File: src/rtl/mod_n_updown_counter_if.sv
// Control/status bundle for mod_n_updown_counter; master drives controls, slave is the counter.
interface mod_n_updown_counter_if #(
  parameter int unsigned MOD_VALUE = 8
);
  localparam int unsigned W = $clog2(MOD_VALUE);

  logic         clr;
  logic         load;
  logic [W-1:0] load_val;
  logic         en;
  logic         up_dn;
  logic         oneshot;
  logic [W-1:0] count;
  logic         tc;
  logic         wrap;
  logic         done;
  logic         load_err;

  modport master (
    output clr, load, load_val, en, up_dn, oneshot,
    input  count, tc, wrap, done, load_err
  );

  modport slave (
    input  clr, load, load_val, en, up_dn, oneshot,
    output count, tc, wrap, done, load_err
  );
endinterface

File: src/rtl/mod_n_updown_counter.sv
// Modulo-N up/down counter with clear, load, one-shot halt and wrap/terminal flags.
// Define MOD_COUNTER_SATURATE_EN to saturate at the terminal value in free-run mode.
module mod_n_updown_counter #(
  parameter int unsigned MOD_VALUE = 8
) (
  input logic                    clk,
  input logic                    rst,
  mod_n_updown_counter_if.slave  bus_io
);
  localparam int unsigned W = $clog2(MOD_VALUE);
  localparam logic [W-1:0] MaxCount = W'(MOD_VALUE - 1);

  typedef enum logic {StRun, StHalt} state_e;

  state_e       state_q, state_d;
  logic [W-1:0] count_q, count_d;
  logic         wrap_q, wrap_d;
  logic         done_q, done_d;
  logic         load_err_q, load_err_d;
  logic         at_term;

  assign at_term = bus_io.up_dn ? (count_q == MaxCount) : (count_q == '0);

  always_comb begin
    state_d    = state_q;
    count_d    = count_q;
    done_d     = done_q;
    wrap_d     = 1'b0;
    load_err_d = 1'b0;
    if (bus_io.clr) begin
      state_d = StRun;
      count_d = '0;
      done_d  = 1'b0;
    end else if (bus_io.load) begin
      state_d = StRun;
      done_d  = 1'b0;
      if (32'(bus_io.load_val) < MOD_VALUE) begin
        count_d = bus_io.load_val;
      end else begin
        count_d    = '0;
        load_err_d = 1'b1;
      end
    end else if (bus_io.en && (state_q == StRun)) begin
      if (!at_term) begin
        count_d = bus_io.up_dn ? count_q + W'(1) : count_q - W'(1);
      end else if (bus_io.oneshot) begin
        state_d = StHalt;
        done_d  = 1'b1;
      end else begin
`ifdef MOD_COUNTER_SATURATE_EN
        count_d = count_q;
`else
        // Explicit wrap targets keep non-power-of-two moduli in range.
        count_d = bus_io.up_dn ? '0 : MaxCount;
        wrap_d  = 1'b1;
`endif
      end
    end
  end

  always_ff @(posedge clk or posedge rst) begin
    if (rst) begin
      state_q    <= StRun;
      count_q    <= '0;
      wrap_q     <= 1'b0;
      done_q     <= 1'b0;
      load_err_q <= 1'b0;
    end else begin
      state_q    <= state_d;
      count_q    <= count_d;
      wrap_q     <= wrap_d;
      done_q     <= done_d;
      load_err_q <= load_err_d;
    end
  end

  assign bus_io.count    = count_q;
  assign bus_io.tc       = bus_io.en && at_term;
  assign bus_io.wrap     = wrap_q;
  assign bus_io.done     = done_q;
  assign bus_io.load_err = load_err_q;
endmodule

File: src/flat_wrapper.sv
// flat-port wrapper written by rule: the top's interface ports become plain ports
module mod_n_updown_counter_flat 
#(
  parameter int unsigned MOD_VALUE = 8
)
  (clk, rst, bus_io_clr, bus_io_load, bus_io_load_val, bus_io_en, bus_io_up_dn, bus_io_oneshot, bus_io_count, bus_io_tc, bus_io_wrap, bus_io_done, bus_io_load_err);
  mod_n_updown_counter_if #(.MOD_VALUE(MOD_VALUE)) bus_io_i ();
  input logic clk;
  input logic rst;
  input wire logic [$bits(bus_io_i.clr)-1:0] bus_io_clr;
  input wire logic [$bits(bus_io_i.load)-1:0] bus_io_load;
  input wire logic [$bits(bus_io_i.load_val)-1:0] bus_io_load_val;
  input wire logic [$bits(bus_io_i.en)-1:0] bus_io_en;
  input wire logic [$bits(bus_io_i.up_dn)-1:0] bus_io_up_dn;
  input wire logic [$bits(bus_io_i.oneshot)-1:0] bus_io_oneshot;
  output wire logic [$bits(bus_io_i.count)-1:0] bus_io_count;
  output wire logic [$bits(bus_io_i.tc)-1:0] bus_io_tc;
  output wire logic [$bits(bus_io_i.wrap)-1:0] bus_io_wrap;
  output wire logic [$bits(bus_io_i.done)-1:0] bus_io_done;
  output wire logic [$bits(bus_io_i.load_err)-1:0] bus_io_load_err;
  assign bus_io_i.clr = bus_io_clr;
  assign bus_io_i.load = bus_io_load;
  assign bus_io_i.load_val = bus_io_load_val;
  assign bus_io_i.en = bus_io_en;
  assign bus_io_i.up_dn = bus_io_up_dn;
  assign bus_io_i.oneshot = bus_io_oneshot;
  assign bus_io_count = bus_io_i.count;
  assign bus_io_tc = bus_io_i.tc;
  assign bus_io_wrap = bus_io_i.wrap;
  assign bus_io_done = bus_io_i.done;
  assign bus_io_load_err = bus_io_i.load_err;
  mod_n_updown_counter #(.MOD_VALUE(MOD_VALUE)) u_core (.clk(clk), .rst(rst), .bus_io(bus_io_i));
endmodule
File: config.mk
export PLATFORM = sky130hd
export DESIGN_NAME = mod_n_updown_counter_flat
export DESIGN_NICKNAME = d
export VERILOG_FILES = /design/src/rtl/mod_n_updown_counter_if.sv /design/src/rtl/mod_n_updown_counter.sv /design/src/flat_wrapper.sv
export SDC_FILE = /design/constraint.sdc
export NUM_CORES = 1
export LEC_CHECK = 0
export BUFFER_PORTS_ARGS = -buffer_cell sky130_fd_sc_hd__buf_2
export CAP_MARGIN = 20
export CELL_PAD_IN_SITES_DETAIL_PLACEMENT = 1
export CELL_PAD_IN_SITES_GLOBAL_PLACEMENT = 1
export CORE_AREA = 2 2 39 41
export CTS_BUF_LIST = sky130_fd_sc_hd__clkbuf_4 sky130_fd_sc_hd__clkbuf_8 sky130_fd_sc_hd__clkbuf_16
export CTS_CLUSTER_SIZE = 25
export DETAILED_ROUTE_END_ITERATION = 8
export DIE_AREA = 0 0 41 43
export GPL_ROUTABILITY_DRIVEN = 0
export GPL_TIMING_DRIVEN = 0
export MAX_ROUTING_LAYER = met4
export PLACE_DENSITY_LB_ADDON = 0.1
export SLEW_MARGIN = 20
export SYNTH_ARGS = -nofsm -noshare
export SYNTH_HDL_FRONTEND = slang
export SYNTH_SLANG_ARGS = --single-unit
File: constraint.sdc
create_clock -name clk -period 3.51 [get_ports clk]
set_clock_uncertainty 0.1 [all_clocks]
set_input_delay 0.351 -clock clk [delete_from_list [all_inputs] [get_ports clk]]
set_output_delay 0.351 -clock clk [all_outputs]
set_load 0.005 [all_outputs]
## After elaboration in Yosys (flattened, before gate mapping)

Index checks and enable logic that the tools add are counted.

| storage, ports and cells | value |
|---|---|
| bits in registers | 5 |
| output and inout port bits | 7 |
| word-level logic and storage cells | 34 |
| input bits | 10 |

| operators by class | value |
|---|---|
| bitwise operators | 1 |
| reductions and logical operators | 8 |
| muxes and demuxes | 18 |
| add/subtract/negate cells | 2 |
| eq/ne operators | 2 |

Operators with widths:

| kind | number |
|---|---|
| 3-bit 2-to-1 mux | 7 |
| 1-bit 2-to-1 mux | 11 |
| 3-bit nonzero test | 3 |
| 4-bit != test (second input constant) | 1 |
| 3-bit by 1-bit adder with 3-bit output (second input constant) | 1 |
| 3-bit == test (second input constant) | 1 |
| 3-bit zero test | 1 |
| 3-bit AND reduction | 1 |
| 3-bit by 1-bit subtractor with 3-bit output (second input constant) | 1 |
| 1-bit logical AND | 2 |
| 2-bit AND reduction | 1 |
| 1-bit inverter | 1 |

## Logic depth before layout (Yosys ltp)

Gate-level depths: netlist of run 1.

| depth | value |
|---|---|
| depth in word-level cells | 6 |
| mapped depth | 6 |
| depth with buffers taken out | 6 |

## Worst setup path after synthesis of run 1

No wires, ideal clock.

| path | value |
|---|---|
| kind | flip-flop to flip-flop |
| from | register u_core.count_q[0] (netlist: u_core.bus_io.count[0]) |
| to | register u_core.count_q[1] (netlist: u_core.bus_io.count[1]) |
| required time | 3,282 ps |
| data arrival time | 1,669 ps |
| stages on the path, launching flop included | 7 |
| buffers on the path | 0 |
| setup slack | 1,613 ps |
| path through | dfrtp_1 > inv_1 > fa_1 > a31oi_1 > nor4_1 > nor3_1 > mux2_1 |

| between the ends | value |
|---|---|
| longest elaborated chain between the ends | 6 |
| elaborated cells on any way between the ends | 12 |
| those cells by class | add/sub (2); eq/ne (2); mux (6); reduce/logical (2) |

RTL lines:

| what | RTL line | RTL |
|---|---|---|
| start: declaration | mod_n_updown_counter.sv:16 | `logic [W-1:0] count_q, count_d;` |
| start signal: assignment | mod_n_updown_counter.sv:70 | `count_q <= count_d;` |
| 3-bit by 1-bit subtractor with 3-bit output (tied with other cells) | mod_n_updown_counter.sv:45 | `count_d = bus_io.up_dn ? count_q + W'(1) : count_q - W'(1);` |
| 3-bit 2-to-1 mux / 1-bit 2-to-1 mux (equally long branches) | mod_n_updown_counter.sv:45, mod_n_updown_counter.sv:22 |  |
| 3-bit 2-to-1 mux | mod_n_updown_counter.sv:44 | `if (!at_term) begin` |
| 3-bit 2-to-1 mux | mod_n_updown_counter.sv:43 | `end else if (bus_io.en && (state_q == StRun)) begin` |
| 3-bit 2-to-1 mux | mod_n_updown_counter.sv:34 | `end else if (bus_io.load) begin` |
| 3-bit 2-to-1 mux | mod_n_updown_counter.sv:30 | `if (bus_io.clr) begin` |

Parallel ways exist; a longest one is shown, timed or not. The select of a mux whose other input is x is not followed.
A chain may end at the register's enable or synchronous reset.

## Final worst setup path of run 1

Ends and elaborated chain as after synthesis.

==> impl_metrics.env, run 1 <==
export IMPL_initial_core_util_pct=30.11
export IMPL_grt_overflow=0
export IMPL_synth_top_area_share_pct=30.03
export IMPL_cts_buffers=3
export IMPL_yosysUniqueCellTypes=31
export IMPL_synth_nets=60
export IMPL_gr_usage_met1_pct=19.80
export IMPL_yosysSeqAreaShare_pct=30.03
export IMPL_io_pins=17
export IMPL_synth_cells=49
export IMPL_crit_path_max_fanout=8
export IMPL_finalCritPeriodShare_pct=59.20
export IMPL_cts_clk_slew_worst_paths_ps=40
export IMPL_crit_arrival_ps=2100
export IMPL_antenna_found_initial=0
export IMPL_worstPathRequired_ps=3540
export IMPL_root_buffer="clkbuf_4"
export IMPL_start_kind="flip-flop"
export IMPL_wl_per_cell_um=11.69
export IMPL_place_area_sq_um=511.7
export IMPL_dpl_cell_count=80
export IMPL_track_usage_pct=14.32
export IMPL_dp_hpwl_um=793.4
export IMPL_synth_cell_area_sq_um=416.7
export IMPL_rsz0062_at_grt="no"
export IMPL_holdBufCountCts=1
export IMPL_wirelength_um=994
export IMPL_powerDensity_nw_per_um2=365.6
export IMPL_drc=0
export IMPL_status="completed"
export IMPL_cts_tree="yes"
export IMPL_irDropWorstVdd_mv=0.1444
export IMPL_most_common_layout_cells="buf_2, inv_1, nor2_1, dfrtp_1, clkbuf_4"
export IMPL_vias=431
export IMPL_fp_row_count=14
export IMPL_final_setup_tns_ps=0
export IMPL_use_met2_pct=18.75
export IMPL_cap_violations=0
export IMPL_ys_seq_elements=5
export IMPL_multi_input_area_sq_um=250.2
export IMPL_endpoint_kind="flip-flop"
export IMPL_dr_pass1_iters=2
export IMPL_fin_nets=81
export IMPL_final_area_sq_um=551.8
export IMPL_syn_area_per_cell_sq_um=8.503
export IMPL_die_height_um=43
export IMPL_yosysWarnings=0
export IMPL_grt_max_degree=9
export IMPL_fillers=185
export IMPL_die_w_um=41
export IMPL_fp_coreArea_sq_um=1384
export IMPL_initialDrtViolationCount=3
export IMPL_fin_cells=85
export IMPL_gr_usage_met3_pct=3.141
export IMPL_hold_path_class="primary input to flip-flop"
export IMPL_worstSkewPairLatency_ps=240
export IMPL_drt_antenna_violating_nets=0
export IMPL_cts_resized=0
export IMPL_grt_pass1_vias=346
export IMPL_max_freq_ghz=0.4813
export IMPL_numClockSinks=5
export IMPL_die_area_sq_um=1763
export IMPL_synth_top_cell_by_area="dfrtp_1"
export IMPL_antenna_cells=0
export IMPL_crit_type="flip-flop to flip-flop"
export IMPL_leakage_nw=0.2768
export IMPL_hold_viol=0
export IMPL_seq_area_sq_um=125.1
export IMPL_fin_crit_ps=2078
export IMPL_post_cts_setup_buffer_count=0
export IMPL_syn_to_final_growth_pct=32.43
export IMPL_grt_pass1_wl_um=1621
export IMPL_cts_buffer_depth=2
export IMPL_slew_viol_final=0
export IMPL_portBuffers=15
export IMPL_drive_above_1_share_pct=37.68
export IMPL_grt_busiest_layer="met1"
export IMPL_via_per_inst=5.071
export IMPL_mostFrequentLayoutCell="buf_2"
export IMPL_synthTopCellsByArea="dfrtp_1, inv_1, fa_1"
export IMPL_cts_max_level=1
export IMPL_finalSetupViolations=0
==> power by group <==
group          switching (W)  internal (W)  total (W)
combinational      0.0000281     0.0000281  0.0000562
clock              0.0000240     0.0000507  0.0000748
sequential        0.00000872     0.0000620  0.0000707
total              0.0000609      0.000141   0.000202
==> per-stage QoR <==
step / power [W] / hold WS, ps / utilization [%] / worst slack (ps)
3_3_place_gp: 0.0001269 / 148.7 / 36.98 / 1441
3_5_place_dp: 0.0001269 / 148.2 / 36.98 / 1426
6_report: 0.0002017 / 245.2 / 39.87 / 1432
4_1_cts: 0.0002045 / 246.0 / 39.87 / 1411
2_1_floorplan: 0.0001063 / 29.52 / - / 1613
5_1_grt: 0.0002206 / 248.3 / 39.87 / 1228
==> critical path, stage by stage, from the launching register on <==
cell and delay (ps):
dfrtp_1 490, inv_1 100, fa_1 580, a31oi_1 50
nor4_1 250, nor3_1 100, mux2_1 300
==> Yosys cell counts <==
library cell	instances
a21o_2	1
a21oi_1	1
a311oi_2	1
a31oi_1	2
and2_1	1
and3_1	1
and3_2	1
and4_4	1
buf_4	1
buf_6	1
conb_1	1
dfrtp_1	5
fa_1	1
inv_1	6
mux2_1	1
nand2_1	1
nand2b_1	1
nor2_1	5
nor3_1	3
nor3b_1	1
nor4_1	1
nor4_2	1
o2111ai_1	1
o211ai_1	1
o21a_1	1
o21ai_0	2
o21ai_1	1
o22ai_1	2
or2_1	1
or3_1	1
xor2_1	1
==> final cells by class <==
| class | count | share of cell area [%] |
|---|---|---|
| tap | 16 | 3.628 |
| clock buffer | 4 | 5.442 |
| buffer | 2 | 3.401 |
| inverter | 6 | 4.082 |
| multi-input combinational | 36 | 45.35 |
| timing repair buffer | 16 | 15.42 |
| sequential | 5 | 22.68 |
==> metal layers <==
layer / wire length (um) / share of wire, % / up-vias
met2: 463 / 47 / 13
met1: 458 / 46 / 203
met3: 47 / 4.7 / 2
met5: 0 / 0 / -
li1: - / - / 213
met4: 24 / 2.4 / 0
==> cell families after synthesis <==
logic type               Yosys count  synth area share [%]
buffers and inverters              8                 9.910
AO/OA/AOI/OAI                     13                 22.22
other                              1                0.9000
AND/OR/NAND/NOR                   19                 27.33
multiplexers                       1                 2.703
flip-flops                         5                 30.03
adder cells (fa/ha/maj)            1                 4.805
XOR/XNOR                           1                 2.102
==> final timing paths <==
| path | startpoint | endpoint | slack [ps] | cells past startpoint |
|---|---|---|---|---|
| setup / recovery | u_core.bus_io.count[0] | u_core.bus_io.count[1] | 1430 | 6 |
| hold / removal | bus_io_clr | u_core.bus_io.count[0] | 250 | 2 |
| setup reg to reg | u_core.bus_io.count[0] | u_core.bus_io.count[1] | 1430 | 6 |
| hold reg to reg | u_core.bus_io.done | u_core.bus_io.done | 520 | 2 |
| max in group asynchronous | rst | u_core.bus_io.count[0] | 2710 | 3 |
| min in group asynchronous | rst | u_core.bus_io.count[1] | 440 | 3 |
==> state kept, by name, summed over array words and instances, names as in the netlist <==
name / cells
u_core.bus_io.done: 1
u_core.bus_io.count: 3
u_core.bus_io.wrap: 1
No activity file was read; power rests on OpenSTA's default activity.
==> inputs of run 2 (changes only) <==
- CORE_AREA: 2 2 39 41 -> not set
- CORE_UTILIZATION: not set -> 28
- DIE_AREA: 0 0 41 43 -> not set
- clock period: 3.51 -> 1.82 ns (I/O delays scaled with it)
==> run 2 against run 1 <==
Power rose by 100%. Sequential cell count did not move. Die area fell by 6.6%. Clock power rose by 83%. Via count rose by 1.9%. Critical path type unchanged. Largest power group is now combinational cells.
==> impl_metrics.env, run 2 (synthesized netlist as in run 1, its figures left out) <==
export IMPL_cts_buffers=3
export IMPL_numClockSinks=5
export IMPL_cts_buffer_depth=2
export IMPL_track_usage_pct=15.06
export IMPL_cap_violations=0
export IMPL_crit_slowest_cell="fa_1"
export IMPL_cts_clk_slew_worst_paths_ps=40
export IMPL_drt_antenna_violating_nets=0
export IMPL_fp_row_count=13
export IMPL_cp_startpoint="u_core.bus_io.count[1]"
export IMPL_dpl_cell_count=79
export IMPL_finalSetupViolations=0
export IMPL_fin_cells=88
export IMPL_grt_overflow=0
export IMPL_crit_path_cell_trace="inv_2, fa_1, nor2_1, nor4_2, nor3_1, mux2_4"
export IMPL_fin_nets=85
export IMPL_grt_max_degree=9
export IMPL_drive_above_1_share_pct=49.32
export IMPL_cts_max_level=1
export IMPL_start_kind="flip-flop"
export IMPL_hold_viol=0
export IMPL_multi_input_area_sq_um=269.0
export IMPL_root_buffer="clkbuf_4"
export IMPL_syn_to_final_growth_pct=44.44
export IMPL_r2r_end="u_core.bus_io.count[1]"
export IMPL_mostFrequentLayoutCell="buf_2"
export IMPL_die_w_um=40.58
export IMPL_total_power_w=0.0004104
export IMPL_hold_path_class="primary input to flip-flop"
export IMPL_crit_path_max_fanout=2
export IMPL_worstSkewPairLatency_ps=230
export IMPL_leakage_nw=0.2995
export IMPL_swShare_pct=29.57
export IMPL_initialDrtViolationCount=1
export IMPL_endpoint_kind="flip-flop"
export IMPL_max_freq_ghz=0.5604
export IMPL_rr_worst_depth=6
export IMPL_via_per_inst=4.989
export IMPL_largest_register_ffs=3
export IMPL_internal_power_w=0.0002890
export IMPL_crit_type="flip-flop to flip-flop"
export IMPL_drc=0
export IMPL_rsz0062_at_grt="yes"
export IMPL_grt_pass1_vias=389
export IMPL_switchingPower_w=0.0001214
export IMPL_fp_coreArea_sq_um=1350
export IMPL_dp_hpwl_um=851.6
export IMPL_finalCritPeriodShare_pct=98.04
export IMPL_initial_core_util_pct=30.86
export IMPL_most_common_layout_cells="buf_2, nor2_1, buf_4, inv_1, clkbuf_4"
export IMPL_clkPwrFrac_pct=33.3
export IMPL_worstPathRequired_ps=1830
export IMPL_crit_path_max_incr_delay_ps=550
export IMPL_grt_pass1_wl_um=1600
export IMPL_regToRegSetupSlack_ps=40
export IMPL_seq_area_sq_um=127.6
export IMPL_vias=439
export IMPL_cts_tree="yes"
export IMPL_portBuffers=15
export IMPL_status="completed"
export IMPL_die_height_um=40.58
export IMPL_die_area_sq_um=1646
export IMPL_antenna_found_initial=0
export IMPL_irDropWorstVdd_mv=0.1692
export IMPL_setup_ws_ps=35.69
export IMPL_crit_arrival_ps=1800
export IMPL_wirelength_um=1100
export IMPL_r2r_start="u_core.bus_io.count[1]"
export IMPL_fillers=172
export IMPL_wl_per_cell_um=12.50
export IMPL_critPathCapture="u_core.bus_io.count[1]"
export IMPL_antenna_cells=0
export IMPL_dr_pass1_iters=3
export IMPL_fin_crit_ps=1784
export IMPL_io_pins=17
export IMPL_power_frac_seq_pct=32.2
export IMPL_dp_slack_ps=-241.6
export IMPL_powerDensity_nw_per_um2=681.9
export IMPL_p_comb_share_pct=34.5
export IMPL_final_setup_tns_ps=0
export IMPL_slew_viol_final=0
[run 2: cell types whose count changed in the layout (fill, tap and decap cells not counted), moves of 2 or more]
cell	before	now
buf_4	1	5
inv_2	0	2
inv_1	6	4
dfrtp_2	0	2
dfrtp_1	5	3
[run 2: power groups by stage]
stage               Sequential [W]  Clock, W  Combinational, W
global placement          0.000140         0          0.000108
floorplan                 0.000136         0         0.0000731
global route              0.000134  0.000145          0.000157
CTS                       0.000132  0.000143          0.000133
finish                    0.000132  0.000137          0.000142
detailed placement        0.000141         0          0.000110
[run 2: how the worst min path moves through the flow]
stage,end,slack (ps),startpoint,cells after the start
final,u_core.bus_io.count[0],90,bus_io_clr,2
after global placement,u_core.bus_io.count[2],-20,rst,2
after floorplan,u_core.bus_io.count[1],-140,rst,1
after detailed placement,u_core.bus_io.count[2],-20,rst,2
after CTS,u_core.bus_io.count[0],80,bus_io_clr,2
after global routing,u_core.bus_io.count[0],100,bus_io_clr,2
[run 2: per-stage QoR]
stage               area [sq um]  util (%)  hold WS, ps
finish                     601.8     44.58        91.17
global route               601.8     44.58        98.11
CTS                        580.6     43.00        79.26
detailed placement         515.5     38.18       -20.30
global placement           515.5     38.18       -22.38
floorplan                  421.7         -       -139.5
[run 2: area by class of cell]
cell class                 instances  area share, %
buffer                             2          3.119
clock buffer                       4          4.990
inverter                           6          3.742
multi-input combinational         36          44.70
sequential                         5          21.21
tap                               15          3.119
timing repair buffer              20          19.13
[run 2: worst max-delay path, delay by kind of cell, from the launching register on]
| family | cells | cell delay (ps) |
|---|---|---|
| DFF | 1 | 360 |
| muxes | 1 | 260 |
| buffers and inverters | 1 | 40 |
| adders and majority gates | 1 | 550 |
| and+or+nand+nor | 3 | 350 |
[run 2: timing repair]
item | 4_1_cts | 5_1_grt
pin swaps | 3 | 3
endpoints found under the setup margin | 3 | 2
setup buffers | 2 | 2
hold buffers | 1 | 0
endpoints found under the hold margin | 5 | 0
gates resized for setup | 3 | 1
gates cloned | 0 | 0
[run 2: metal layers]
| layer | vias to the layer above | part of all wire (%) | global-route usage, % |
|---|---|---|---|
| li1 | 222 | - | - |
| met1 | 204 | 48 | 18.33 |
| met2 | 11 | 47 | 25.40 |
| met3 | 2 | 3.4 | 0 |
| met4 | 0 | 1.2 | 7.500 |
| met5 | - | 0 | - |
